File: src/rtl/morra_match_driver.sv
// Initiator for the MorraCinese game interface: configures a match, plays it one round per
// clock from two LFSR move generators, tallies per-round outcomes and latches the final result.
module morra_match_driver #(
  parameter logic [15:0] SEED1         = 16'hACE1,
  parameter logic [15:0] SEED2         = 16'h1D2B,
  parameter int          MAX_CYCLES    = 64,
  parameter bit          AVOID_ILLEGAL = 1'b1
) (
  input  logic       clk,
  input  logic       rst,
  input  logic       start_i,
  input  logic [3:0] cfg_rounds_i,
  output logic       INIZIA,
  output logic [1:0] PRIMO,
  output logic [1:0] SECONDO,
  input  logic [1:0] MANCHE,
  input  logic [1:0] PARTITA,
  output logic       busy_o,
  output logic       done_o,
  output logic [1:0] result_o,
  output logic [4:0] p1_wins_o,
  output logic [4:0] p2_wins_o,
  output logic [4:0] draws_o,
  output logic [4:0] invalid_o,
  output logic [5:0] rounds_o,
  output logic       timeout_err_o
);

  localparam logic [15:0] SEED1_EFF = (SEED1 == 16'h0000) ? 16'h0001 : SEED1;
  localparam logic [15:0] SEED2_EFF = (SEED2 == 16'h0000) ? 16'h0001 : SEED2;
  // Internal round counter is wide enough to reach MAX_CYCLES even when it exceeds rounds_o.
  localparam int CNT_W = (MAX_CYCLES > 63) ? $clog2(MAX_CYCLES + 1) : 6;
  localparam logic [CNT_W-1:0] MAX_CNT = CNT_W'(MAX_CYCLES);

  typedef enum logic [1:0] {S_IDLE, S_CFG, S_PLAY, S_DONE} state_t;
  typedef enum logic [1:0] {W_NONE, W_P1, W_P2} winner_t;

  state_t           state;
  winner_t          win, win_nxt;
  logic [1:0]       win_mv, win_mv_nxt;
  logic [15:0]      lfsr1, lfsr2, lfsr1_nxt, lfsr2_nxt;
  logic [CNT_W-1:0] play_cnt, play_cnt_nxt;
  logic [1:0]       mv1_cfg, mv2_cfg, mv1_play, mv2_play;

  function automatic logic [15:0] lfsr_step(input logic [15:0] s);
    return {s[14:0], s[15] ^ s[13] ^ s[12] ^ s[10]};
  endfunction

  function automatic logic [1:0] rot_move(input logic [1:0] m);
    return (m == 2'b11) ? 2'b01 : m + 2'b01;
  endfunction

  function automatic logic [1:0] pick_move(input logic [15:0] s, input logic is_winner,
                                           input logic [1:0] last_mv);
    logic [1:0] cand;
    cand = (s[1:0] == 2'b00) ? 2'b01 : s[1:0];
    if (AVOID_ILLEGAL && is_winner && (cand == last_mv))
      cand = rot_move(cand);
    return cand;
  endfunction

  function automatic logic [4:0] sat_inc5(input logic [4:0] v);
    return (v == 5'h1F) ? v : v + 5'd1;
  endfunction

  always_comb begin
    lfsr1_nxt    = lfsr_step(lfsr1);
    lfsr2_nxt    = lfsr_step(lfsr2);
    play_cnt_nxt = play_cnt + CNT_W'(1);
    win_nxt      = win;
    win_mv_nxt   = win_mv;
    if (MANCHE == 2'b01) begin
      win_nxt    = W_P1;
      win_mv_nxt = PRIMO;
    end else if (MANCHE == 2'b10) begin
      win_nxt    = W_P2;
      win_mv_nxt = SECONDO;
    end
    mv1_cfg  = pick_move(lfsr1, win == W_P1, win_mv);
    mv2_cfg  = pick_move(lfsr2, win == W_P2, win_mv);
    // Next round's moves must see this round's outcome and the stepped LFSRs.
    mv1_play = pick_move(lfsr1_nxt, win_nxt == W_P1, win_mv_nxt);
    mv2_play = pick_move(lfsr2_nxt, win_nxt == W_P2, win_mv_nxt);
  end

  assign rounds_o = (play_cnt > CNT_W'(63)) ? 6'h3F : play_cnt[5:0];

  always_ff @(posedge clk) begin
    if (rst) begin
      state         <= S_IDLE;
      INIZIA        <= 1'b0;
      PRIMO         <= 2'b00;
      SECONDO       <= 2'b00;
      busy_o        <= 1'b0;
      done_o        <= 1'b0;
      result_o      <= 2'b00;
      p1_wins_o     <= 5'd0;
      p2_wins_o     <= 5'd0;
      draws_o       <= 5'd0;
      invalid_o     <= 5'd0;
      play_cnt      <= '0;
      timeout_err_o <= 1'b0;
      lfsr1         <= SEED1_EFF;
      lfsr2         <= SEED2_EFF;
      win           <= W_NONE;
      win_mv        <= 2'b00;
    end else begin
      done_o <= 1'b0;
      case (state)
        S_IDLE: begin
          if (start_i) begin
            state         <= S_CFG;
            busy_o        <= 1'b1;
            INIZIA        <= 1'b1;
            PRIMO         <= cfg_rounds_i[3:2];
            SECONDO       <= cfg_rounds_i[1:0];
            result_o      <= 2'b00;
            p1_wins_o     <= 5'd0;
            p2_wins_o     <= 5'd0;
            draws_o       <= 5'd0;
            invalid_o     <= 5'd0;
            play_cnt      <= '0;
            timeout_err_o <= 1'b0;
            win           <= W_NONE;
            win_mv        <= 2'b00;
          end
        end
        S_CFG: begin
          state   <= S_PLAY;
          INIZIA  <= 1'b0;
          PRIMO   <= mv1_cfg;
          SECONDO <= mv2_cfg;
        end
        S_PLAY: begin
          play_cnt <= play_cnt_nxt;
          case (MANCHE)
            2'b01:   p1_wins_o <= sat_inc5(p1_wins_o);
            2'b10:   p2_wins_o <= sat_inc5(p2_wins_o);
            2'b11:   draws_o   <= sat_inc5(draws_o);
            default: invalid_o <= sat_inc5(invalid_o);
          endcase
          lfsr1  <= lfsr1_nxt;
          lfsr2  <= lfsr2_nxt;
          win    <= win_nxt;
          win_mv <= win_mv_nxt;
          if (PARTITA != 2'b00) begin
            state    <= S_DONE;
            done_o   <= 1'b1;
            result_o <= PARTITA;
            PRIMO    <= 2'b00;
            SECONDO  <= 2'b00;
          end else if (play_cnt_nxt == MAX_CNT) begin
            state         <= S_DONE;
            done_o        <= 1'b1;
            timeout_err_o <= 1'b1;
            result_o      <= 2'b00;
            PRIMO         <= 2'b00;
            SECONDO       <= 2'b00;
          end else begin
            PRIMO   <= mv1_play;
            SECONDO <= mv2_play;
          end
        end
        S_DONE: begin
          state  <= S_IDLE;
          busy_o <= 1'b0;
        end
        default: state <= S_IDLE;
      endcase
    end
  end

endmodule

File: config.mk
export PLATFORM = sky130hd
export DESIGN_NAME = morra_match_driver
export DESIGN_NICKNAME = d
export VERILOG_FILES = /design/src/rtl/morra_match_driver.sv
export SDC_FILE = /design/constraint.sdc
export NUM_CORES = 1
export LEC_CHECK = 0
export ABC_CLOCK_PERIOD_IN_PS = 2500
export BUFFER_PORTS_ARGS = -buffer_cell sky130_fd_sc_hd__buf_2
export CORE_MARGIN = 5
export CORE_UTILIZATION = 58
export CTS_CLUSTER_DIAMETER = 30
export DETAILED_ROUTE_END_ITERATION = 10
export GPL_TIMING_DRIVEN = 1
export PLACE_DENSITY = 0.82
export SKIP_CTS_REPAIR_TIMING = 1
export SYNTH_ARGS = -nofsm -noshare
export SYNTH_HDL_FRONTEND = slang
export SYNTH_SLANG_ARGS = --single-unit
File: constraint.sdc
create_clock -name clk -period 2.5 [get_ports clk]
set_input_delay 0.5 -clock clk [delete_from_list [all_inputs] [get_ports clk]]
set_output_delay 0.5 -clock clk [all_outputs]
set_load 0.01 [all_outputs]
# == After elaboration in Yosys (flattened, before gate mapping) ==
# Index checks and enable logic that the tools add are counted.
# classes
add_sub_neg,9
order_cmp,1
muxes,59
n_bitwise,7
n_reduce_logical,27
eq_ne,35
# op_table
op,count
$mux W2,28
$mux W5,9
$pmux W5 S2,4
$add A5 B1 Y5 const B,4
$eq A2 B2 Y1 const B,10
$eq A5 B5 Y1 const B,4
$ne A2 B2 Y1 const B,10
$reduce_and A4 Y1,5
$pmux W7 S2,1
$pmux W2 S2,3
$pmux W2 S3,2
$logic_not A2 Y1,5
$reduce_and A2 Y1,5
$add A2 B1 Y2 const B,4
$eq A2 B1 Y1 const B,4
$eq A2 B2 Y1,4
$pmux W2 S4,1
$reduce_bool A2 Y1,4
$add A7 B1 Y7 const B,1
$eq A7 B7 Y1 const B,1
$gt A7 B6 Y1 const B,1
$mux W7,1
$mux W1,6
$mux W6,1
10 further kinds,20
# totals
regBits,75
output_inout_bits,36
in_bits,11
word_cells,155

# == Logic depth before layout (Yosys ltp) ==
# Gate-level depths: netlist of run 1.
# logic_depth
depth_word,11
ltp_mapped,9
mapped_depth_nobuf,7

# == Worst setup path after synthesis of run 1 ==
# No wires, ideal clock.
# synth_timing
kind,reg2reg
startpoint,register invalid_o[0]
endpoint,register invalid_o[0]
path_stages_with_launch,7
synth_period_minus_slack_ps,1962
setup_time_ps,70
arrival_time_ps,1891
setup_slack_ps,538
t_required_ps,2430
path_buffers,0
cell_sequence,dfxtp_1 > ha_1 > and3_1 > ha_1 > or4_1 > or3_1 > a21oi_1
# synth_between
elab_chain_len,4
word_cells_on_any_way,7
cone_classes,add/sub: 1; eq/ne: 2; mux: 3; reduce/logical: 1
# synth_lines
item,line,source
"start, declared",24,"output logic [4:0] invalid_o,"
"start signal, assigned",140,default: invalid_o <= sat_inc5(invalid_o);
$add A5 B1 Y5,63,return (v == 5'h1F) ? v : v + 5'd1;
$mux W5,63,
$mux W5,136,case (MANCHE)
$pmux W5 S2,109,case (state)
# Several ways; a longest one is shown, not always the timed one. The select of a mux whose other input is x is not followed.
# A chain may end at the register's enable or synchronous reset.

# == Final worst setup path of run 1 ==
# layout_timing
startpoint,register play_cnt[0]
endpoint,output rounds_o[1]
# layout_between
elab_chain_len,2
# layout_lines
item,line,source
"start, declared",42,"logic [CNT_W-1:0] play_cnt, play_cnt_nxt;"
"start signal, assigned",135,play_cnt <= play_cnt_nxt;
$gt A7 B6 Y1,86,assign rounds_o = (play_cnt > CNT_W'(63)) ? 6'h3F : play_cnt[5:0];
$mux W6,86,
"end, declared",25,"output logic [5:0] rounds_o,"
# No other way between the ends.

==> results.json, run 1 <==
{
  "vias_per_cell": 6.05,
  "syn_to_final_growth_pct": 14.3,
  "seq_power_share_pct": 37.6,
  "slew_violations": 0,
  "syn_area_per_cell_um2": 8.83,
  "skew_ns": 0.00677,
  "syn_inst": 414,
  "synth-edff-count": 0,
  "syn-num-nets": 438,
  "grt_pass1_wl_um": 13400,
  "drtAntennaViolNets": 0,
  "die_w_um": 89.4,
  "p_leak_uw": 0.00169,
  "initial_utilization_pct": 58.6,
  "synth-main-ff-cell": "dfxtp_1",
  "power.share.switching_pct": 36.1,
  "multi_input_area_mm2": 0.00203,
  "period_needed_ns": 2.29,
  "numCtsBuffers": 9,
  "r2r_start": "state[0]",
  "rows": 29,
  "io_buffers": 46,
  "start_kind": "flop",
  "cap_violations": 0,
  "mappedNetlistArea_mm2": 0.00366,
  "grt_pass1_vias": 3004,
  "crit_arrival_ns": 1.79,
  "gp_congestion": 0.914,
  "path_clk_slew_ns": 0.08,
  "cts_root_buffer": "clkbuf_8",
  "final_util_pct": 67.0,
  "coreArea_mm2": 0.00624,
  "grt_overflow_total": 0,
  "yosys-top-cells-area": "dfxtp_1 41%, nor2_1 5.2%, mux2i_1 4.9%",
  "grt_usage_pct": 21.3,
  "min_path_cells": 3,
  "ir_worst_vdd_mv": 0.854,
  "clk_latency_ns": 0.35,
  "ios": 47,
  "grt_max_degree": 48,
  "die-area_mm2": 0.00799,
  "crit_start": "play_cnt[0]",
  "worstHoldPathType": "input pin to flop",
  "clock_sinks": 75,
  "ctsLongestPathBuffers": 2,
  "required_ns": 2.00,
  "critical_path_class": "flop to output pin",
  "synth_top_area_share_pct": 41.1,
  "final_common_cell": "dfxtp_1",
  "drc": 0,
  "tightestPinTransition_ns": 0.708,
  "power_density_mw_per_mm2": 1020,
  "power_switching_uw": 1530,
  "hold_violations": 0,
  "r2r_cells": 8,
  "internal_power_uw": 2720,
  "final-seq-area_mm2": 0.00150,
  "tns_ns": 0,
  "end_kind": "output pin",
  "antenna_found_initial": 0,
  "avgRoutedWirePerCell_um": 15.3,
  "cts_tree": "done",
  "synth_area_leader_cell": "dfxtp_1",
  "synth_seq_cells": 75,
  "rsz0062_at_grt": "no",
  "num-fill-cells": 490,
  "async_reset_ff_share_pct": 0,
  "drt-total-wl_um": 8220,
  "maxSlewHeadroom_pct": 51.4,
  "ys_warn_count": 0,
  "nets": 479,
  "die_y_um": 89.4,
  "via_count": 3251,
  "hpwl_um": 5760,
  "status": "finished clean",
  "comb_power_share_pct": 36.3,
  "fin_crit_sh_pct": 91.7,
  "ys_seq_area_share_pct": 41.1,
  "clkPwrFrac_pct": 26.1,
  "synth_cell_types": 57,
  "hold_path.startpoint": "PARTITA[0]",
  "drive_gt1_share_pct": 18.0,
  "setup_viol": 0,
  "drt_first_pass_iters": 4,
  "maxClockFrequency_mhz": 436,
  "cts_htree_levels": 3,
  "mostFrequentLayoutCells": "75 x dfxtp_1, 51 x nor2_1, 46 x buf_2",
  "n_antenna_cell": 0,
  "drtIter0Drc": 203,
  "cp_max_fo": 8
}
==> sequential cells by signal, summed over array words and instances (netlist names) <==
register / count
lfsr1: 16
lfsr2: 16
play_cnt: 7
draws_o: 5
invalid_o: 5
p1_wins_o: 5
p2_wins_o: 5
PRIMO: 2
SECONDO: 2
result_o: 2
state: 2
win: 2
win_mv: 2
INIZIA: 1
busy_o: 1
done_o: 1
timeout_err_o: 1
==> cells in the mapped netlist (4+ instances only) <==
cell type / count
a211o_1: 17
a21oi_1: 27
a22oi_1: 5
a31oi_1: 5
and2_1: 12
and3_1: 7
clkbuf_1: 16
dfxtp_1: 75
ha_1: 13
inv_1: 7
mux2i_1: 18
nand2_1: 16
nand2b_1: 5
nand3_1: 25
nand4_1: 5
nor2_1: 51
nor2b_1: 5
nor3_1: 7
o21ai_0: 15
o22ai_1: 4
or2_2: 4
or3_1: 7
xnor2_1: 6
xor2_1: 11
==> cell type report <==
cell class | instances | share of cell area, %
Sequential cell | 75 | 35.9
Clock buffer | 10 | 3.05
Tap cell | 77 | 2.31
Clock inverter | 6 | 2.72
Inverter | 7 | 0.629
Timing Repair Buffer | 53 | 6.77
Multi-Input combinational cell | 309 | 48.6
==> critical path: stages (launching register included) <==
cell,delay [ns]
dfxtp_1,0.46
ha_1,0.26
nand2_1,0.20
a311o_1,0.39
buf_2,0.14
==> path summary, 6_finish.rpt <==
kind,endpoint,slack [ns]
hold / removal,result_o[0],0.41
hold reg to reg,lfsr2[11],0.47
setup reg to reg,p2_wins_o[3],0.35
setup / recovery,rounds_o[1],0.21
==> power groups by stage <==
| stage | logic [uW] | registers [uW] | clock network [uW] |
|---|---|---|---|
| after floorplan | 1160 | 1600 | 0 |
| after global placement | 1480 | 1610 | 0 |
| after detailed placement | 1530 | 1620 | 0 |
| after CTS | 1540 | 1590 | 1130 |
| after global routing | 1700 | 1630 | 1180 |
| final | 1540 | 1600 | 1110 |
==> routing by layer <==
layer  routed length (um)  vias to the layer above  part of all wire (%)  GRT usage (%)
met5                    0                        -                     0              0
met4                  153                        0                   1.9           10.1
met3                  470                       13                   5.7           4.52
met2                 4070                       94                    50           35.9
met1                 3520                     1554                    43           25.7
li1                     -                     1590                     -              -
==> cells by family (layout without fill, tap and decap cells) <==
family | Yosys count | count (layout) | synth area share [%]
fa+ha+maj | 13 | 13 | 4.45
xor+xnor | 17 | 17 | 4.07
flops | 75 | 75 | 41.1
compound gates | 104 | 104 | 20.3
mux | 18 | 18 | 4.93
buf+inv | 30 | 76 | 3.46
simple gates | 157 | 157 | 21.7
==> through the flow <==
stage / cell area [um^2] / setup slack [ns] / hold WS (ns) / total power (uW) / instances
detailed placement: 3940 / 0.374 / 0.451 / 3150 / 521
floorplan: 3660 / 0.538 / 0.431 / 2750 / 414
CTS: 4180 / 0.216 / 0.394 / 4250 / 537
global route: 4180 / 0.142 / 0.402 / 4510 / 537
global placement: 3940 / 0.467 / 0.442 / 3090 / 521
finish: 4180 / 0.209 / 0.408 / 4250 / 537
Power figures use the tool's default switching activity.
==> run 2, diff against run 1 <==
ABC_CLOCK_PERIOD_IN_PS = 2300   (was 2500)
clock period = 2.3 ns   (was 2.5 ns; I/O delays follow)
==> run 2 against run 1 <==
  * Clock skew grew 0.0029 ns
  * Utilization shrank 0.58 points
  * Critical path depth grew 4
  * Register-to-register slack lost 0.21 ns
  * Via count shrank 1.4%
  * Count of clock-buffer cells in the layout grew 3
  * First-iteration DRC count shrank 8.9%
  * Critical path type is now flop to flop
  * Sequential power grew 9%
  * Cell count is the same
  * Largest power group unchanged
  * Setup slack lost 0.071 ns
==> results.json, run 2 (same netlist as run 1, synthesis figures left out) <==
{
  "status": "finished clean",
  "grt_usage_pct": 20.7,
  "grt_pass1_vias": 2771,
  "antenna_found_initial": 0,
  "tightestPinTransition_ns": 0.731,
  "rows": 29,
  "die_w_um": 89.4,
  "cp_max_fo": 10,
  "period_needed_ns": 2.16,
  "path_clk_slew_ns": 0.08,
  "required_ns": 2.52,
  "drt-total-wl_um": 8040,
  "rrSetupSlack_ns": 0.14,
  "slew_violations": 0,
  "coreArea_mm2": 0.00624,
  "cts_htree_levels": 3,
  "cts_tree": "done",
  "numCtsBuffers": 9,
  "min_path_cells": 3,
  "p_leak_uw": 0.00168,
  "initial_utilization_pct": 58.6,
  "nets": 480,
  "dp_slack_ns": 0.202,
  "maxSlewHeadroom_pct": 49.9,
  "clock_sinks": 75,
  "final_util_pct": 66.4,
  "die-area_mm2": 0.00799,
  "hpwl_um": 5660,
  "tns_ns": 0,
  "cap_violations": 0,
  "critical_path_class": "flop to flop",
  "r2r_cells": 8,
  "hold_violations": 0,
  "power_density_mw_per_mm2": 1070,
  "final_common_cell": "dfxtp_1",
  "ctsLongestPathBuffers": 2,
  "io_buffers": 46,
  "vias_per_cell": 5.97,
  "grt_overflow_total": 0,
  "holdPathEnd": "result_o[1]",
  "mostFrequentLayoutCells": "74 x dfxtp_1, 51 x nor2_1, 46 x buf_2",
  "setup_viol": 0,
  "worst_slack_ns": 0.137,
  "die_y_um": 89.4,
  "crit_arrival_ns": 2.38,
  "postLayoutCellArea_mm2": 0.00414,
  "drive_gt1_share_pct": 18.3,
  "ios": 47,
  "cts_root_buffer": "clkbuf_8",
  "hold_path.startpoint": "PARTITA[1]",
  "avgRoutedWirePerCell_um": 15.0,
  "syn_to_final_growth_pct": 13.3,
  "r2r_end": "p2_wins_o[3]",
  "fin_crit_sh_pct": 94.0,
  "maxClockFrequency_mhz": 462,
  "drc": 0,
  "grt_max_degree": 43,
  "rsz0062_at_grt": "no",
  "gp_congestion": 0.930,
  "reg_top3": "lfsr1 x16, lfsr2 x16, play_cnt x7",
  "clk_latency_ns": 0.35,
  "placed_area_mm2": 0.00395,
  "ir_worst_vdd_mv": 0.994,
  "end_kind": "flop",
  "r2r_start": "state[0]",
  "drtIter0Drc": 185,
  "drtAntennaViolNets": 0,
  "start_kind": "flop",
  "drt_first_pass_iters": 5,
  "n_antenna_cell": 0,
  "via_count": 3207,
  "grt_pass1_wl_um": 13000,
  "skew_ns": 0.00965,
  "worstHoldPathType": "input pin to flop"
}
## run 2: cell types whose count changed in the layout (fill, tap and decap cells not counted)
cell / previous run / this run
clkbuf_1: 1 / 2
nand2_1: 16 / 15
dfxtp_1: 75 / 74
nand2_2: 0 / 1
dfxtp_2: 0 / 1
clkinvlp_4: 2 / 0
buf_4: 7 / 8
clkinv_2: 0 / 1
clkbuf_8: 9 / 11
bufinv_16: 3 / 1
clkinv_4: 1 / 0
## run 2: critical path: stages (launching register included)
cell,delay [ns]
dfxtp_1,0.39
inv_1,0.09
ha_1,0.23
mux2i_1,0.58
buf_4,0.31
nor3_1,0.11
nand4_1,0.14
xor2_1,0.14
nor2_1,0.05
## run 2: report_power, final
group | leakage (uW) | switching (uW) | internal (uW) | total, uW
clock network | 0.0000995 | 448 | 554 | 1000
registers | 0.000610 | 196 | 1540 | 1740
logic | 0.000971 | 987 | 699 | 1690
total | 0.00168 | 1630 | 2790 | 4420
## run 2: final cells by class
cell class / count / area, um^2
Clock inverter: 2 / 35.0
Inverter: 7 / 26.3
Tap cell: 77 / 96.3
Multi-Input combinational cell: 309 / 2030
Fill cell: 538 / 2100
Clock buffer: 13 / 159
Sequential cell: 75 / 1500
Timing Repair Buffer: 54 / 290
## run 2: worst max path at each step
stage	endpoint	from
2_1_floorplan	invalid_o[0]	invalid_o[0]
3_3_place_gp	p2_wins_o[3]	state[0]
3_5_place_dp	p2_wins_o[3]	state[0]
4_1_cts	rounds_o[0]	play_cnt[0]
5_1_grt	p2_wins_o[3]	state[0]
6_report	p2_wins_o[3]	state[0]
## run 2: per-layer routing
layer	track usage [%]	up-vias	wire length, um
li1	-	1589	-
met1	28.1	1509	3750
met2	31.9	99	3710
met3	4.88	10	483
met4	7.71	0	98
met5	0	-	0
## run 2: through the flow
stage	power (uW)	hold WS, ns	instances
6_report	4420	0.377	537
5_1_grt	4730	0.371	537
4_1_cts	4430	0.362	537
3_5_place_dp	3420	0.449	522
3_3_place_gp	3360	0.442	522
2_1_floorplan	2990	0.431	414
==> run 3, diff against run 2 <==
CORE_UTILIZATION = 40   (was 58)
PLACE_DENSITY = 0.61   (was 0.82)
==> run 3 against run 2 <==
  * Hold slack got worse by 0.0040 ns
  * Clock skew down 0.0010 ns
  * Global-route usage is 4.9 points lower
  * Non-clock buffer count increased by 2
  * First-iteration DRC count is 9.2% lower
  * Setup slack better by 0.0021 ns
  * Critical path depth is 4 lower
  * Cell count is 6.3% higher
  * Clock power rose by 7%
  * Design area increased by 2.1%
  * Critical path type is now flop to output pin
==> results.json, run 3 (same netlist as run 1, synthesis figures left out) <==
{
  "status": "finished clean",
  "hpwl_um": 5850,
  "fin_crit_sh_pct": 93.9,
  "grt_usage_pct": 15.7,
  "crit_arrival_ns": 1.70,
  "critPathSlowestCell": "dfxtp_1",
  "io_buffers": 46,
  "setup_viol": 0,
  "num-fill-cells": 880,
  "drtIter0Drc": 168,
  "internal_power_uw": 2840,
  "comb_power_share_pct": 37.6,
  "end_kind": "output pin",
  "fin_hold_ws_ns": 0.373,
  "die_w_um": 106,
  "seq_power_share_pct": 38.6,
  "reg_top3": "lfsr1 x16, lfsr2 x16, play_cnt x7",
  "vias_per_cell": 5.47,
  "avgRoutedWirePerCell_um": 14.5,
  "tightestPinTransition_ns": 0.625,
  "maxClockFrequency_mhz": 463,
  "cts_root_buffer": "clkbuf_8",
  "drt_first_pass_iters": 4,
  "mostFrequentLayoutCells": "74 x dfxtp_1, 51 x nor2_1, 46 x buf_2",
  "grt_overflow_total": 0,
  "placed_area_mm2": 0.00401,
  "maxSlewHeadroom_pct": 57.9,
  "grt_pass1_vias": 3010,
  "die_y_um": 106,
  "slowest_delay_ns": 0.44,
  "cts_htree_levels": 3,
  "cap_violations": 0,
  "postLayoutCellArea_mm2": 0.00423,
  "nets": 482,
  "power.share.switching_pct": 36.8,
  "via_count": 3125,
  "ctsLongestPathBuffers": 2,
  "gp_congestion": 0.832,
  "final_common_cell": "dfxtp_1",
  "n_antenna_cell": 0,
  "antenna_found_initial": 0,
  "cp_max_fo": 8,
  "hold_violations": 0,
  "drt-total-wl_um": 8280,
  "drive_gt1_share_pct": 19.2,
  "worstHoldPathType": "input pin to flop",
  "drc": 0,
  "power_density_mw_per_mm2": 1060,
  "ir_worst_vdd_mv": 0.525,
  "drtAntennaViolNets": 0,
  "clock_sinks": 75,
  "path_cells": "ha_1, nand2_2, a311o_1, buf_2",
  "rows": 34,
  "skew_ns": 0.00864,
  "critical_path_class": "flop to output pin",
  "clkPwrFrac_pct": 23.8,
  "required_ns": 1.84,
  "grt_pass1_wl_um": 14700,
  "ios": 47,
  "numCtsBuffers": 9,
  "die-area_mm2": 0.0112,
  "slew_violations": 0,
  "clk_latency_ns": 0.34,
  "final_util_pct": 48.0,
  "start_kind": "flop",
  "cts_tree": "done",
  "tns_ns": 0,
  "period_needed_ns": 2.16,
  "rsz0062_at_grt": "no",
  "initial_utilization_pct": 41.5,
  "coreArea_mm2": 0.00881,
  "p_leak_uw": 0.00170,
  "grt_max_degree": 43,
  "power_switching_uw": 1650,
  "rrSetupSlack_ns": 0.22,
  "path_clk_slew_ns": 0.08,
  "syn_to_final_growth_pct": 15.6
}
==> run 3: routing by layer <==
| metal | global-route usage [%] | vias to the layer above | part of all wire, % |
|---|---|---|---|
| met5 | 0 | - | 0 |
| met4 | 5.83 | 0 | 2.0 |
| met3 | 3.24 | 16 | 3.8 |
| met2 | 24.9 | 63 | 45 |
| met1 | 21.2 | 1454 | 49 |
| li1 | - | 1592 | - |
==> run 3: final timing paths <==
check	endpoint	start	depth (start not counted)
max	rounds_o[0]	play_cnt[1]	4
min	result_o[0]	PARTITA[0]	3
max reg2reg	invalid_o[0]	invalid_o[0]	6
min reg2reg	lfsr1[11]	lfsr1[11]	1
==> run 3: power groups by stage <==
stage | clock [uW] | sequential [uW] | combinational [uW]
2_1_floorplan | 0 | 1740 | 1260
3_3_place_gp | 0 | 1750 | 1670
3_5_place_dp | 0 | 1760 | 1690
4_1_cts | 1100 | 1730 | 1700
5_1_grt | 1160 | 1780 | 1900
6_report | 1070 | 1730 | 1690
==> run 3: metrics by stage <==
step	total power, uW	std cells	worst slack, ns
2_1_floorplan	2990	414	0.338
5_1_grt	4830	571	0.0308
6_report	4490	571	0.139
3_5_place_dp	3450	555	0.263
4_1_cts	4530	571	0.0446
3_3_place_gp	3420	555	0.319
==> run 3: cell type report <==
type	count	area, um^2	share of cell area, %
Timing Repair Buffer	56	318	7.52
Tap cell	108	135	3.20
Clock buffer	12	165	3.91
Multi-Input combinational cell	309	2030	48.1
Inverter	7	26.3	0.621
Sequential cell	75	1500	35.5
Clock inverter	4	47.5	1.12
==> run 3: worst max-delay path: cells and delay by family, from the launching register on <==
kind,cells,cell delay [ns]
compound gates,1,0.37
fa+ha+maj,1,0.27
buf+inv,1,0.14
flops,1,0.44
simple gates,1,0.15
